==> src/rtl/gen_rr_arbiter_if.sv <==
// gen_rr_arbiter_if: requester-side bundle and arbitrated output of the round-robin arbiter
interface gen_rr_arbiter_if #(parameter int N = 4, parameter int W = 2);
    localparam int OW = N > 1 ? $clog2(N) : 1;
    logic [N-1:0]   req;
    logic [N*W-1:0] data_in;
    logic [N-1:0]   gnt;
    logic           busy;
    logic [OW-1:0]  owner;
    logic [W-1:0]   dout;
    logic           dout_valid;
    modport master (output req, data_in, input gnt, busy, owner, dout, dout_valid);
    modport slave (input req, data_in, output gnt, busy, owner, dout, dout_valid);
endinterface

==> src/rtl/gen_rr_arbiter.sv <==
// gen_rr_arbiter: round-robin arbiter with a per-ownership hold limit,
// forwarding the owner's data to a registered output.
module gen_rr_arbiter #(
    parameter int N = 4,
    parameter int W = 2,
    parameter int MAX_HOLD = 8
) (
    input logic clk,
    input logic rst_n,
    gen_rr_arbiter_if.slave bus
);
    localparam int OW = N > 1 ? $clog2(N) : 1;
    localparam int HW = MAX_HOLD > 1 ? $clog2(MAX_HOLD) : 1;
    typedef enum logic {IDLE, GRANT} state_t;
    state_t state, state_n;
    logic [OW-1:0] ptr, ptr_n, owner, owner_n, sel, idx, nxt;
    logic [HW-1:0] hold_cnt, hold_n;
    logic [N-1:0] gnt, gnt_n;
    logic [W-1:0] dout, dout_n;
    logic dv, dv_n;
    // Walk offsets high to low so the requester closest above ptr wins.
    always_comb begin
        sel = ptr;
        idx = ptr;
        for (int i = N - 1; i >= 0; i--) begin
            idx = OW'((int'(ptr) + i) % N);
            if (bus.req[idx]) sel = idx;
        end
    end
    assign nxt = owner == OW'(N - 1) ? '0 : owner + 1'b1;
    always_comb begin
        state_n = state;
        ptr_n = ptr;
        owner_n = owner;
        hold_n = hold_cnt;
        gnt_n = gnt;
        dout_n = dout;
        dv_n = 1'b0;
        if (state == IDLE) begin
            if (|bus.req) begin
                state_n = GRANT;
                gnt_n = N'(1) << sel;
                owner_n = sel;
                hold_n = '0;
            end
        end else if (bus.req[owner]) begin
            dout_n = bus.data_in[int'(owner) * W +: W];
            dv_n = 1'b1;
            if (hold_cnt == HW'(MAX_HOLD - 1)) begin
                state_n = IDLE;
                gnt_n = '0;
                ptr_n = nxt;
            end else begin
                hold_n = hold_cnt + 1'b1;
            end
        end else begin
            state_n = IDLE;
            gnt_n = '0;
            ptr_n = nxt;
        end
    end
    always_ff @(posedge clk or negedge rst_n) begin
        if (!rst_n) begin
            state <= IDLE;
            ptr <= '0;
            owner <= '0;
            hold_cnt <= '0;
            gnt <= '0;
            dout <= '0;
            dv <= 1'b0;
        end else begin
            state <= state_n;
            ptr <= ptr_n;
            owner <= owner_n;
            hold_cnt <= hold_n;
            gnt <= gnt_n;
            dout <= dout_n;
            dv <= dv_n;
        end
    end
    assign bus.gnt = gnt;
    assign bus.busy = state == GRANT;
    assign bus.owner = owner;
    assign bus.dout = dout;
    assign bus.dout_valid = dv;
endmodule

==> src/flat_wrapper.sv <==
// flat-port wrapper written by rule: the top's interface ports become plain ports
module gen_rr_arbiter_flat 
#(
    parameter int N = 4,
    parameter int W = 2,
    parameter int MAX_HOLD = 8
)
  (clk, rst_n, bus_req, bus_data_in, bus_gnt, bus_busy, bus_owner, bus_dout, bus_dout_valid);
  gen_rr_arbiter_if #(.N(N), .W(W)) bus_i ();
  input logic clk;
  input logic rst_n;
  input wire logic [$bits(bus_i.req)-1:0] bus_req;
  input wire logic [$bits(bus_i.data_in)-1:0] bus_data_in;
  output wire logic [$bits(bus_i.gnt)-1:0] bus_gnt;
  output wire logic [$bits(bus_i.busy)-1:0] bus_busy;
  output wire logic [$bits(bus_i.owner)-1:0] bus_owner;
  output wire logic [$bits(bus_i.dout)-1:0] bus_dout;
  output wire logic [$bits(bus_i.dout_valid)-1:0] bus_dout_valid;
  assign bus_i.req = bus_req;
  assign bus_i.data_in = bus_data_in;
  assign bus_gnt = bus_i.gnt;
  assign bus_busy = bus_i.busy;
  assign bus_owner = bus_i.owner;
  assign bus_dout = bus_i.dout;
  assign bus_dout_valid = bus_i.dout_valid;
  gen_rr_arbiter #(.N(N), .W(W), .MAX_HOLD(MAX_HOLD)) u_core (.clk(clk), .rst_n(rst_n), .bus(bus_i));
endmodule
==> config.mk <==
export PLATFORM = sky130hd
export DESIGN_NAME = gen_rr_arbiter_flat
export DESIGN_NICKNAME = d
export VERILOG_FILES = /design/src/rtl/gen_rr_arbiter_if.sv /design/src/rtl/gen_rr_arbiter.sv /design/src/flat_wrapper.sv
export SDC_FILE = /design/constraint.sdc
export NUM_CORES = 1
export LEC_CHECK = 0
export ABC_AREA = 0
export BUFFER_PORTS_ARGS = -buffer_cell sky130_fd_sc_hd__buf_2
export CAP_MARGIN = 20
export CORE_UTILIZATION = 35
export CTS_BUF_LIST = sky130_fd_sc_hd__clkbuf_8
export DETAILED_ROUTE_END_ITERATION = 7
export HOLD_SLACK_MARGIN = 0.12
export PLACE_DENSITY = 0.7
export SLEW_MARGIN = 20
export SYNTH_ARGS = -nofsm -noshare
export SYNTH_HDL_FRONTEND = slang
export SYNTH_SLANG_ARGS = --single-unit
==> constraint.sdc <==
create_clock -name clk -period 1.45 [get_ports clk]
set_input_delay 0.145 -clock clk [delete_from_list [all_inputs] [get_ports clk]]
set_output_delay 0.145 -clock clk [all_outputs]
set_load 0.1 [all_outputs]
==> results.md, run 1 <==
- Status: finished, violations left
- Violated checks: negative setup slack
- Final critical delay including setup and external delays: 1.60 ns
- Final core utilization: 0.521
- Total iterations of the first detailed-routing run: 4
- Placed standard-cell area: 0.00107 mm²
- Number of buffers and inverters on the critical path: 0
- Gate Count Post-Synth: between 70 and 80
- Die Wd: 50.4 µm
- Final RePlAce weighted congestion: 0.844
- Average detailed-routed wire length per instance: ~14 µm
- Commonest non-fill, non-tap cell in the layout: sky130_fd_sc_hd__buf_2
- Worst reg-to-reg path cell count: 3
- Measured slew at the worst slew-check pin: about 0.49 ns
- Endpoints failing setup: 8
- Initial Utilization: 0.370
- First element of the critical path: u_core.bus.owner[1]$_DFFE_PN0P_
- Commonest cells after routing, fill and taps aside: 23 x sky130_fd_sc_hd__buf_2, 12 x sky130_fd_sc_hd__buf_4, 12 x sky130_fd_sc_hd__dfrtp_1, 5 x sky130_fd_sc_hd__a21oi_1
- TritonCTS buffer count: 3
- Total of buffers placed on input and output ports: 23
- Remaining antenna violation count: 0
- Setup repair after global routing missed its margin: yes
- Worst min-delay path class: in2async
- Share of the clock period used by the worst path: 1.10
- Final Instance Count excl. Fillers: 140
- Overall via count from detail_route: 737
- Achievable frequency: 625 MHz
- Reg-to-reg slack, setup: -0.15 ns
- Clock tree root driver cell: sky130_fd_sc_hd__clkbuf_8
- Master of the slowest instance on the critical path: sky130_fd_sc_hd__mux4_2
- Slack of the critical path: -0.150 ns
- Endpoint arrival time on the critical path: 1.73 ns
- Worst Path Class, Setup: reg2reg
- Synthesis-stage register bit count: 15
- Critical path, cell by cell: mux4_2 -> a21boi_4 -> mux2_4
- Area inside the core boundary: 0.00221 mm²
- Finished Cell Area: 0.00115 mm²
- CP delay by family, top: multiplexers
- Die Outline Area: 0.00254 mm²
- Layout cells sized above 1: 0.482
- Max Cap Violations: 0
- TritonCTS Sinks: 15
- # H-tree levels: 1
- Delay of the slowest cell on the worst path: 0.55 ns
- Worst setup path end: u_core.ptr[1]$_DFFE_PN0P_
- Total DRC errors in the routed layout: 0
- Clock-pin slew reported for the worst setup and hold paths after clock tree synthesis: roughly 0.060 ns
- Detailed router's first-iteration violation count: 9
- Count of unique library cells instantiated by Yosys: 28
- Cell area after technology mapping: slightly above 800 µm²
- Required time at the endpoint of the critical path: 1.58 ns
- Global-route wire length before repair: 3.04 mm
- Origin of the critical flop-to-flop path: u_core.bus.owner[1]$_DFFE_PN0P_
- Final count of pins violating max slew: 0
- CTS tree: done
- End of the worst register-to-register path: u_core.ptr[1]$_DFFE_PN0P_
- Yosys Warn Count: 0
- Die outline height: 50.4 µm
- Worst slew margin relative to its limit: 0.679
- Final hold violation count: 0
- Top-level port count: 24
- Combined global-route utilization of all metal layers: 0.166
- Total global routing overflow: 0
- Area growth syn-to-layout: 41.0%
- Max FO, Critical Path: 3
- Critical Path End Type: flop
- Kind of start point of the critical path: flop
- Vias/cell: 5.26
- Crit. path cell count: 3
- Count of antenna diodes in the layout: 0
- Pin count of the biggest net entering global routing: 16
- Via count of the first global-routing pass: 688
- Final wirelength: 1.93 mm
- Synth Net Count: 88
- HPWL after detailed placement: 1.44 mm
- Total number of placement rows: 17
- Worst clock skew on the final layout: slightly below 0.001 ns
- Number of antenna violations at the first check in global routing: 0
- Later-pin clock latency in the skew report: 0.25 ns
- Placed Cells incl. Taps: 133
- Final-stage net count: 130
- Post-synthesis sequential area ratio: 0.459
- Average cell area after synthesis: 11.5 µm²
- Max Buffers Root-to-Sink: 2
## cell families (layout without fill, tap and decap cells)
kind of cell,Yosys count,count (layout),synth area share
simple gates,21,21,0.141
buf+inv,3,44,0.0138
compound gates,22,22,0.196
fa+ha+maj,3,3,0.0459
mux,7,7,0.145
flops,15,15,0.459
## repair_timing
item | in CTS | in global routing
resized for setup | 1 | 5
cloned | 0 | 0
buffers inserted | 1 | 1
hold buffers | 1 | 0
hold endpoints to repair | 15 | 0
setup endpoints to repair | 10 | 11
pin swaps | 0 | 0
## synthesized netlist by cell type, drive strengths merged
master,instances,area (µm²)
or3,1,6.26
o21bai,1,7.51
mux2i,1,10.0
nand2b,3,18.8
nand4,2,12.5
o22a,2,17.5
dfrtp,15,375
ha,3,37.5
a21boi,2,26.3
o21ai,5,25.0
a21oi,5,25.0
nor3b,1,7.51
mux2,3,33.8
nor2,5,21.3
nand2,6,22.5
a22o,2,17.5
mux4,3,75.1
or2,1,6.26
nor4,1,12.5
a32o,2,20.0
o22ai,1,6.26
or2b,1,7.51
a21o,2,15.0
inv,3,11.3
## worst reg2reg max path, cell delays in order (launching register included)
cell	delay, ns
sky130_fd_sc_hd__dfrtp_4	0.41
sky130_fd_sc_hd__mux4_2	0.55
sky130_fd_sc_hd__a21boi_4	0.21
sky130_fd_sc_hd__mux2_4	0.32
## worst min-delay path by stage
stage	from	to
2_1_floorplan	rst_n	u_core.bus.busy$_DFF_PN0_
6_report	rst_n	u_core.hold_cnt[2]$_DFFE_PN0P_
3_5_place_dp	rst_n	u_core.hold_cnt[0]$_DFFE_PN0P_
4_1_cts	bus_data_in[7]	u_core.bus.dout[1]$_DFFE_PN0P_
5_1_grt	bus_data_in[7]	u_core.bus.dout[1]$_DFFE_PN0P_
3_3_place_gp	rst_n	u_core.hold_cnt[0]$_DFFE_PN0P_
## metrics by stage
step                      setup TNS, ns  worst slack [ns]  hold WS, ns
after floorplan                   -3.67            -0.407       -0.151
after global placement           -0.650            -0.132       0.0621
after detailed placement         -0.851            -0.150       0.0662
after CTS                        -0.893            -0.140        0.335
after global routing              -1.49            -0.188        0.344
final                            -0.929            -0.150        0.330
## registers in the layout (all words and copies together) (netlist names)
signal / cells
u_core.bus.gnt: 4
u_core.hold_cnt: 3
u_core.bus.dout: 2
u_core.bus.owner: 2
u_core.ptr: 2
u_core.bus.busy: 1
u_core.bus.dout_valid: 1
## cell type report
cell class | instances | area [µm²]
Inverter | 3 | 11.3
Fill cell | 206 | 1060
Timing Repair Buffer | 37 | 226
Sequential cell | 15 | 382
Multi-Input combinational cell | 53 | 454
Clock inverter | 1 | 3.75
Clock buffer | 3 | 41.3
Tap cell | 28 | 35.0
## metal layers
layer | share of wire | track usage
met5 | 0 | 0
met4 | 0.019 | 0.0880
met3 | 0.036 | 0.0485
met2 | 0.52 | 0.267
met1 | 0.43 | 0.198
Power of run 1 is not shown: default switching activity piles up to over one toggle a cycle in this logic, so the estimate is an artifact.
==> inputs of run 2 (changes only) <==
--- a/config.mk
+++ b/config.mk
@@ -12,7 +12,7 @@
 export CTS_BUF_LIST = sky130_fd_sc_hd__clkbuf_8
 export DETAILED_ROUTE_END_ITERATION = 7
 export HOLD_SLACK_MARGIN = 0.12
-export PLACE_DENSITY = 0.7
+export PLACE_DENSITY_LB_ADDON = 0.1
 export SLEW_MARGIN = 20
 export SYNTH_ARGS = -nofsm -noshare
 export SYNTH_HDL_FRONTEND = slang
==> run 2 against run 1 <==
Effect of this change:
- final cell count stayed put
- cell area shrank 0.33%
- global-route usage decreased by 0.075 points
- first-iteration DRC count up 140%
- non-clock buffer count stayed put
- clock skew up 0.0025 ns
- the run still ends with negative setup slack left
- die area unchanged
- register-to-register slack is essentially flat
- hold slack got worse by 0.0067 ns
- via count is 2.2% lower
- utilization shrank 0.17 points
- wire length is 8.1% lower
==> results.md, run 2 (synthesized netlist as in run 1, its figures left out) <==
- Die Wd: 50.4 µm (unchanged)
- Violated checks: negative setup slack
- Hold slack final: 0.324 ns (-0.00669 ns)
- Endpoint arrival time on the critical path: 1.73 ns (about the same)
- Clock-pin slew reported for the worst setup and hold paths after clock tree synthesis: 0.06 ns (about the same)
- Largest registers: u_core.bus.gnt x4, u_core.hold_cnt x3
- Required time at the endpoint of the critical path: 1.58 ns (about the same)
- Final Instance Count excl. Fillers: 140 (unchanged)
- Total number of placement rows: 17 (unchanged)
- Worst min-delay path class: in2async
- Largest reg by FF count: u_core.bus.gnt
- Placed Cells incl. Taps: 134 (+0.75%)
- TritonCTS buffer count: 3 (unchanged)
- Top-level port count: 24 (unchanged)
- # H-tree levels: 1 (unchanged)
- Slack of the critical path: -0.145 ns (+0.00500 ns)
- Initial Utilization: 0.370 (unchanged)
- Max Cap Violations: 0 (unchanged)
- Share of the clock period used by the worst path: 1.10 (-0.00345)
- Status: finished, violations left
- Final count of pins violating max slew: 0 (unchanged)
- Commonest cells after routing, fill and taps aside: 23 x sky130_fd_sc_hd__buf_2, 13 x sky130_fd_sc_hd__buf_4, 12 x sky130_fd_sc_hd__dfrtp_1, 5 x sky130_fd_sc_hd__a21oi_1, 5 x sky130_fd_sc_hd__nand2_1
- Finished Cell Area: 0.00115 mm² (-0.33%)
- Measured slew at the worst slew-check pin: 0.485 ns (-0.000121 ns)
- HPWL after detailed placement: 1.44 mm (about the same)
- Average detailed-routed wire length per instance: 12.7 µm (-8.1%)
- Worst clock skew on the final layout: 0.00344 ns (+0.00246 ns)
- Total iterations of the first detailed-routing run: 4 (unchanged)
- Final critical delay including setup and external delays: 1.59 ns (-0.00500 ns)
- TritonCTS Sinks: 15 (unchanged)
- Vias/cell: 5.15 (-2.2%)
- Later-pin clock latency in the skew report: 0.24 ns (about the same)
- Die Outline Area: 0.00254 mm² (unchanged)
- Setup repair after global routing missed its margin: yes
- Total of buffers placed on input and output ports: 23 (unchanged)
- Global-route wire length before repair: 2.99 mm (-1.6%)
- Final RePlAce weighted congestion: 0.849 (+0.62%)
- Total global routing overflow: 0 (unchanged)
- Kind of start point of the critical path: flop
- Clock tree root driver cell: sky130_fd_sc_hd__clkbuf_8
- Area growth syn-to-layout: 40.5%
- Count of antenna diodes in the layout: 0 (unchanged)
- Combined global-route utilization of all metal layers: 0.165 (-0.000751)
- Achievable frequency: 627 MHz (+0.31%)
- CTS tree: done
- Worst Path Class, Setup: reg2reg
- Final-stage net count: 130 (unchanged)
- Commonest non-fill, non-tap cell in the layout: sky130_fd_sc_hd__buf_2
- Remaining antenna violation count: 0 (unchanged)
- Final wirelength: 1.78 mm (-8.1%)
- Layout cells sized above 1: 0.473 (-0.00893)
- Max FO, Critical Path: 4 (+1)
- Area inside the core boundary: 0.00221 mm² (unchanged)
- Via count of the first global-routing pass: 666 (-3.2%)
- Overall via count from detail_route: 721 (-2.2%)
- Largest register FFs: 4 (unchanged)
- Number of antenna violations at the first check in global routing: 0 (unchanged)
- Placed standard-cell area: 0.00108 mm² (+0.70%)
- Total DRC errors in the routed layout: 0 (unchanged)
- Endpoints failing setup: 9 (+1)
- Detailed router's first-iteration violation count: 22 (+13)
- Final hold violation count: 0 (unchanged)
- Max Buffers Root-to-Sink: 2 (unchanged)
- Pin count of the biggest net entering global routing: 16 (unchanged)
- Worst slew margin relative to its limit: 0.679 (about the same)
- Critical Path End Type: flop
- Die outline height: 50.4 µm (unchanged)
run 2: final timing paths:
kind / cells after the start / from / slack (ns) / end
setup / recovery: 3 / u_core.bus.owner[1]$_DFFE_PN0P_ / -0.14 / u_core.ptr[1]$_DFFE_PN0P_
hold / removal: 2 / rst_n / 0.32 / u_core.hold_cnt[1]$_DFFE_PN0P_
setup reg to reg: 3 / u_core.bus.owner[1]$_DFFE_PN0P_ / -0.14 / u_core.ptr[1]$_DFFE_PN0P_
hold reg to reg: 1 / u_core.hold_cnt[0]$_DFFE_PN0P_ / 0.49 / u_core.hold_cnt[0]$_DFFE_PN0P_
max in group asynchronous: 2 / rst_n / 0.85 / u_core.bus.owner[1]$_DFFE_PN0P_
min in group clk: 3 / bus_data_in[6] / 0.34 / u_core.bus.dout[0]$_DFFE_PN0P_
run 2: critical path: stages (launching register included):
cell and delay [ns]:
sky130_fd_sc_hd__dfrtp_4 0.41, sky130_fd_sc_hd__mux4_2 0.55, sky130_fd_sc_hd__a21boi_4 0.21, sky130_fd_sc_hd__mux2_4 0.31
run 2: cell type report:
class / instances / area (µm²)
clock buffer: 3 / 41.3
sequential: 15 / 382
clock inverter: 1 / 5.00
fill: 210 / 1060
timing repair buffer: 37 / 223
inverter: 3 / 11.3
multi-input combinational: 53 / 453
tap: 28 / 35.0
run 2: layer usage:
| layer | routed length, µm | up-vias | track usage |
|---|---|---|---|
| li1 | - | 349 | - |
| met3 | 66 | 4 | 0.0515 |
| met1 | 765 | 352 | 0.204 |
| met2 | 913 | 16 | 0.249 |
| met4 | 33 | 0 | 0.102 |
| met5 | 0 | - | 0 |
run 2: what timing repair did:
| item | 4_1_cts | 5_1_grt |
|---|---|---|
| gates resized for setup | 1 | 2 |
| endpoints found under the setup margin | 10 | 11 |
| hold buffers | 1 | 0 |
| pin swaps | 0 | 1 |
| hold endpoints to repair | 15 | 0 |
| setup buffers | 0 | 1 |
run 2: metrics by stage:
| stage | util | TNS, ns | worst slack, ns |
|---|---|---|---|
| after floorplan | - | -3.67 | -0.407 |
| after global placement | 0.488 | -0.675 | -0.130 |
| after detailed placement | 0.488 | -0.847 | -0.139 |
| after CTS | 0.514 | -0.851 | -0.144 |
| after global routing | 0.520 | -1.55 | -0.202 |
| final | 0.520 | -0.866 | -0.145 |
Power of run 2 is left out for the same reason.
